==> src/rtl/divi_pkg.sv <==
// Shared helpers and rank control fields for the pipelined restoring divider.
package divi_pkg;

  typedef struct packed {
    logic valid;
    logic sgn_q;
    logic sgn_r;
    logic div0;
    logic ovf;
  } rank_ctl_t;

  function automatic int clog2(input int value);
    int result = 0;
    while ((1 << result) < value) result++;
    return result;
  endfunction

  function automatic int ceil_div(input int a, input int b);
    return (a + b - 1) / b;
  endfunction

  function automatic int bps(input int num_w, input int stages);
    return ceil_div(num_w, stages);
  endfunction

  // Quotient bits handled by compute rank k; the last rank takes what is left.
  function automatic int rank_bits(input int num_w, input int stages, input int k);
    int per_rank = bps(num_w, stages);
    int left     = num_w - k * per_rank;
    if (left <= 0)        return 0;
    if (k == stages - 1)  return left;
    return (left < per_rank) ? left : per_rank;
  endfunction

endpackage

==> src/rtl/divi_step_chain.sv <==
// Combinational chain of NBITS restoring divide steps, dividend bits consumed MSB first.
module divi_step_chain #(
  parameter int DEN_W = 24,
  parameter int NBITS = 6
) (
  input  logic [DEN_W-1:0] rem_in,
  input  logic [NBITS-1:0] num_bits_in,
  input  logic [DEN_W-1:0] den,
  output logic [DEN_W-1:0] rem_out,
  output logic [NBITS-1:0] q_bits
);

  logic [DEN_W:0]   trial;
  logic [DEN_W-1:0] part;

  // NOTE: blocking assignments here model a ripple of steps within one cycle.
  always_comb begin
    trial  = '0;
    part   = rem_in;
    q_bits = '0;
    for (int i = NBITS - 1; i >= 0; i--) begin
      trial = {part, num_bits_in[i]};
      if (trial >= {1'b0, den}) begin
        q_bits[i] = 1'b1;
        trial     = trial - {1'b0, den};
      end
      part = trial[DEN_W-1:0];
    end
    rem_out = part;
  end

endmodule

==> src/rtl/divi_pipe_param.sv <==
// Pipelined restoring divider: capture/abs rank, STAGES compute ranks, sign fix-up in the output rank.
module divi_pipe_param
  import divi_pkg::*;
#(
  parameter int NUM_W  = 48,
  parameter int DEN_W  = 24,
  parameter int STAGES = 8,
  parameter int TAG_W  = 4
) (
  input  logic             clk,
  input  logic             rst,
  input  logic             in_valid,
  output logic             in_ready,
  input  logic             in_sgn,
  input  logic [NUM_W-1:0] in_num,
  input  logic [DEN_W-1:0] in_den,
  input  logic [TAG_W-1:0] in_tag,
  output logic             out_valid,
  input  logic             out_ready,
  output logic [NUM_W-1:0] out_quo,
  output logic [DEN_W-1:0] out_rem,
  output logic             out_div0,
  output logic             out_ovf,
  output logic [TAG_W-1:0] out_tag
);

  typedef struct packed {
    rank_ctl_t        ctl;
    logic [TAG_W-1:0] tag;
    logic [DEN_W-1:0] den;
    logic [DEN_W-1:0] rem;
    logic [NUM_W-1:0] num;
    logic [NUM_W-1:0] quo;
  } rank_t;

  localparam logic [NUM_W-1:0] NUM_MIN = {1'b1, {(NUM_W-1){1'b0}}};
  localparam int               LAST    = STAGES - 1;

  logic             adv;
  logic             num_neg, den_neg;
  rank_t            cap_d, cap_q;
  rank_t            stage_w [STAGES];
  rank_t            step_w  [STAGES];
  logic [NUM_W-1:0] quo_d;
  logic [DEN_W-1:0] rem_d;
  logic             out_valid_q, out_div0_q, out_ovf_q;
  logic [NUM_W-1:0] out_quo_q;
  logic [DEN_W-1:0] out_rem_q;
  logic [TAG_W-1:0] out_tag_q;

  assign adv      = ~out_valid_q | out_ready;
  assign in_ready = adv & ~rst;

  assign num_neg = in_sgn & in_num[NUM_W-1];
  assign den_neg = in_sgn & in_den[DEN_W-1];

  always_comb begin
    cap_d           = '0;
    cap_d.ctl.valid = in_valid;
    cap_d.ctl.sgn_q = num_neg ^ den_neg;
    cap_d.ctl.sgn_r = num_neg;
    cap_d.ctl.div0  = (in_den == '0);
    cap_d.ctl.ovf   = in_sgn & (in_num == NUM_MIN) & (in_den == '1);
    cap_d.tag       = in_tag;
    cap_d.den       = den_neg ? -in_den : in_den;
    cap_d.num       = num_neg ? -in_num : in_num;
  end

  // NOTE: only valid bits are reset; data ranks are don't-care while their valid is low.
  always_ff @(posedge clk) begin
    if (rst)      cap_q.ctl.valid <= 1'b0;
    else if (adv) cap_q           <= cap_d;
  end

  assign stage_w[0] = cap_q;

  for (genvar k = 0; k < STAGES; k++) begin : g_rank
    localparam int NB = rank_bits(NUM_W, STAGES, k);
    logic [DEN_W-1:0] rem_w;
    logic [NUM_W-1:0] num_w, quo_w;

    if (NB > 0) begin : g_step
      logic [NB-1:0] qb;
      divi_step_chain #(.DEN_W(DEN_W), .NBITS(NB)) u_chain (
        .rem_in      (stage_w[k].rem),
        .num_bits_in (stage_w[k].num[NUM_W-1 -: NB]),
        .den         (stage_w[k].den),
        .rem_out     (rem_w),
        .q_bits      (qb)
      );
      assign num_w = stage_w[k].num << NB;
      assign quo_w = (stage_w[k].quo << NB) | NUM_W'(qb);
    end else begin : g_pass
      assign rem_w = stage_w[k].rem;
      assign num_w = stage_w[k].num;
      assign quo_w = stage_w[k].quo;
    end

    assign step_w[k] = '{ctl: stage_w[k].ctl, tag: stage_w[k].tag, den: stage_w[k].den,
                         rem: rem_w, num: num_w, quo: quo_w};

    if (k < LAST) begin : g_reg
      rank_t r_q;
      always_ff @(posedge clk) begin
        if (rst)      r_q.ctl.valid <= 1'b0;
        else if (adv) r_q           <= step_w[k];
      end
      assign stage_w[k+1] = r_q;
    end
  end

  // Magnitudes back to signed form: quotient truncates toward zero, remainder follows the dividend.
  always_comb begin
    quo_d = step_w[LAST].ctl.sgn_q ? -step_w[LAST].quo : step_w[LAST].quo;
    rem_d = step_w[LAST].ctl.sgn_r ? -step_w[LAST].rem : step_w[LAST].rem;
    if (step_w[LAST].ctl.div0) begin
      quo_d = '0;
      rem_d = '0;
    end else if (step_w[LAST].ctl.ovf) begin
      quo_d = NUM_MIN;
      rem_d = '0;
    end
  end

  always_ff @(posedge clk) begin
    if (rst) begin
      out_valid_q <= 1'b0;
      out_quo_q   <= '0;
      out_rem_q   <= '0;
      out_div0_q  <= 1'b0;
      out_ovf_q   <= 1'b0;
      out_tag_q   <= '0;
    end else if (adv) begin
      out_valid_q <= step_w[LAST].ctl.valid;
      if (step_w[LAST].ctl.valid) begin
        out_quo_q  <= quo_d;
        out_rem_q  <= rem_d;
        out_div0_q <= step_w[LAST].ctl.div0;
        out_ovf_q  <= step_w[LAST].ctl.ovf;
        out_tag_q  <= step_w[LAST].tag;
      end
    end
  end

  assign out_valid = out_valid_q;
  assign out_quo   = out_quo_q;
  assign out_rem   = out_rem_q;
  assign out_div0  = out_div0_q;
  assign out_ovf   = out_ovf_q;
  assign out_tag   = out_tag_q;

endmodule
==> config.mk <==
export PLATFORM = sky130hd
export DESIGN_NAME = divi_pipe_param
export DESIGN_NICKNAME = d
export VERILOG_FILES = /design/src/rtl/divi_pkg.sv /design/src/rtl/divi_step_chain.sv /design/src/rtl/divi_pipe_param.sv
export SDC_FILE = /design/constraint.sdc
export NUM_CORES = 2
export LEC_CHECK = 0
export CORE_AREA = 3 3 453 567
export CTS_BUF_LIST = sky130_fd_sc_hd__clkbuf_8 sky130_fd_sc_hd__clkbuf_16
export DETAILED_ROUTE_END_ITERATION = 8
export DIE_AREA = 0 0 456 570
export MAX_ROUTING_LAYER = met4
export PLACE_DENSITY = 0.52
export SLEW_MARGIN = 20
export SYNTH_ARGS = -nofsm -noshare
export SYNTH_HDL_FRONTEND = slang
export SYNTH_HIERARCHICAL = 1
export SYNTH_SLANG_ARGS = --single-unit
==> constraint.sdc <==
create_clock -name clk -period 91 [get_ports clk]
set_input_delay 22.75 -clock clk [delete_from_list [all_inputs] [get_ports clk]]
set_output_delay 22.75 -clock clk [all_outputs]
set_load 0.05 [all_outputs]
==> summary.md <==
| Metric | Value |
|---|---|
| Starting density of the core | 40.0% |
| Share of the synthesized area in the top cell type | 24.1% |
| Reg2reg start | g_rank[6].g_reg.r_q[121] |
| Max Slew Vio Count | 0 |
| Standard-cell rows | 206 |
| Post-CTS Hold Buffers | 0 |
| Congestion Overflow GR | 0 |
| Number of flops mapped to enable cells by yosys | 808 |
| Worst clock skew | 0.0730 ns |
| Die Y | 570 µm |
| Overall routing resource usage | 24.5% |
| Min Clock Period, post-route | 47.63 ns |
| Nets | 12700 |
| Detailed Routing Iterations Pass 1 | 9 |
| Biggest area consumer among synthesized cells | edfxtp_1 |
| Most common cell after layout, fill and taps aside | ha_1 |
| Routed length per placed instance | 21.7 µm |
| Startpoint Class | input pin |
| Starting DRT DRC Count | 5991 |
| Worst-case clock buffer depth | 3 |
| Most frequent cells in the layout | ha_1 (1157), a21oi_1 (1000), nand2_1 (833), edfxtp_1 (808), nor2_1 (779) |
| Required @ worst endpoint | 68.25 ns |
| Area Overhead vs Synth | 8.62% |
| Yosys reg bits | 895 |
| Worst-path maximum fanout | 10 |
| Final WS setup | 43.37 ns |
| Initial antenna violation count | 18 |
| Top FF cell, synth | edfxtp_1 |
| Core area | 252000 µm² |
| Setup TNS | 0 ns |
| Reg2reg path depth | 79 |
| Part of the cycle the worst path needs | 52.3% |
| Via count | 86100 |
| Largest net degree at the start of global routing | 157 |
| Sequential area share after synthesis | 25.8% |
| First-pass GRT wire length | 488 mm |
| Tightest Pin Transition | 1.11 ns |
| Status | completed |
| CP Class | input pin to output port |
| Fmax | 21.0 MHz |
| Die width | 456 µm |
| CTS tree | built |
| Area contributors post-synth | edfxtp_1 (24%), ha_1 (14%), mux2_2 (5.8%) |
| Mapped Cells | 11300 |
| Residual DRC count | 0 |
| Post-place setup slack | 43.35 ns |
| Vias in the first global route | 83700 |
| RSZ-0062 raised after global routing | false |
| Final wirelength | 322 mm |
| Post-detailed-route count of antenna-violating nets | 0 |
| # setup viols final | 0 |
| Post-synth ARST share | 0% |
| CTS Sinks | 895 |
| Reg2reg setup slack | 67.71 ns |
| RePlAce Congestion | 0.938 |
| CTS Buf Count | 102 |
| Hold wc startpoint | g_rank[1].g_reg.r_q[70] |
| Total die area | 260000 µm² |
| Synthesized area | 101000 µm² |
| Detailed Place HPWL | 265 mm |
| Clock Pin Slew Worst Setup and Hold Paths | 0.07 ns |
| Skew-Pair Late Insertion Delay | 0.75 ns |
| Hold Fails Final Rpt | 0 |
| Synth warnings | 6 |
| H-tree Lvls | 3 |
| CTS Root Cell | clkbuf_16 |
| Netlist cell types | 131 |
| Max_cap viols | 0 |
| Post-CTS Resized | 0 |
| Hold crit path type | register to register |
| Slew HR | 25.9% |
| Mean number of vias per cell | 5.81 |
| Share of cells above drive strength 1 | 10.1% |
| Input/output buffers | 160 |
| Hold endpoint | g_rank[2].g_reg.r_q[76] |
| Post-CTS setup buffer count | 0 |
| CP Capture Type | output port |
| Arrival time of the worst setup path | 24.88 ns |
| Fillers | 24900 |
| Ports | 161 |
| Reg2reg end | out_quo[47] |
| Hold path cells | 0 |
| Syn Area/Cell | 8.94 µm² |
## how the worst max path moves through the flow
stage	startpoint	end	slack, ns	cells after the start
after floorplan	rst	in_ready	11.08	3
after global placement	out_ready	in_ready	43.36	4
after detailed placement	out_ready	in_ready	43.35	4
after CTS	out_ready	in_ready	43.34	4
after global routing	out_ready	in_ready	43.19	4
final	out_ready	in_ready	43.37	4
## cell families (layout without fill, tap and decap cells)
logic type	after synthesis	in the layout	share of synthesized area, %
multiplexers	765	765	8.95
AO/OA/AOI/OAI	3504	3504	22.8
XOR/XNOR	1007	1007	8.76
AND/OR/NAND/NOR	3022	3022	14.8
buffers and inverters	858	1030	3.53
other	1	58	0.00372
flip-flops	895	895	25.8
adder cells (fa/ha/maj)	1205	1205	15.3
## flip-flops by register name, summed over array words and instances, names as in the netlist
register,cells
cap_q,81
out_ovf,1
out_rem,24
out_div0,1
g_rank.g_reg.r_q,735
out_valid,1
out_quo,48
out_tag,4
## layer usage
metal | GRT usage [%] | wire (µm) | vias up
met2 | 43.8 | 162000 | 1863
met4 | 7.14 | 10200 | 0
met1 | 29.4 | 138000 | 41200
met5 | - | 0 | -
li1 | - | - | 42600
met3 | 1.87 | 11200 | 458
## synth_stat cells, drive strengths merged (135+ instances only)
master and number:
nand2b 141, a211oi 136, nand4 192, inv 607, nor2 784, nor3 218
xor2 358, mux2 662, o21a 162, edfxtp 808, ha 1157, a21oi 1017
a21o 392, nand3 172, clkbuf 135, nor2b 167, nand2 839, xnor2 649
o21bai 139, o21ai 771
## worst max-delay path: stages
cell,delay [ns]
clkdlybuf4s50_1,0.44
nor2b_1,0.64
nor2_4,0.11
clkdlybuf4s50_1,0.94
## final cells by class
| type | instances | area (µm²) | share of cell area [%] |
|---|---|---|---|
| antenna | 8 | 20.0 | 0.0183 |
| timing repair buffer | 228 | 2120 | 1.94 |
| sequential | 895 | 26000 | 23.8 |
| multi-input combinational | 9553 | 71300 | 65.2 |
| tap | 3328 | 4160 | 3.81 |
| inverter | 612 | 2300 | 2.11 |
| clock inverter | 86 | 801 | 0.732 |
| clock buffer | 104 | 2600 | 2.38 |
## through the flow
step                cell area [µm²]  std cells  hold WS, ns  utilization (%)
floorplan                    101000      11300        0.400                -
CTS                          109000      14800        0.348             43.4
finish                       109000      14800        0.358             43.4
global route                 109000      14800        0.371             43.4
global placement             106000      14600        0.401             42.1
detailed placement           106000      14600        0.405             42.1
Power is not shown: default switching activity piles up to over one toggle a cycle in this logic, so the estimate is an artifact.
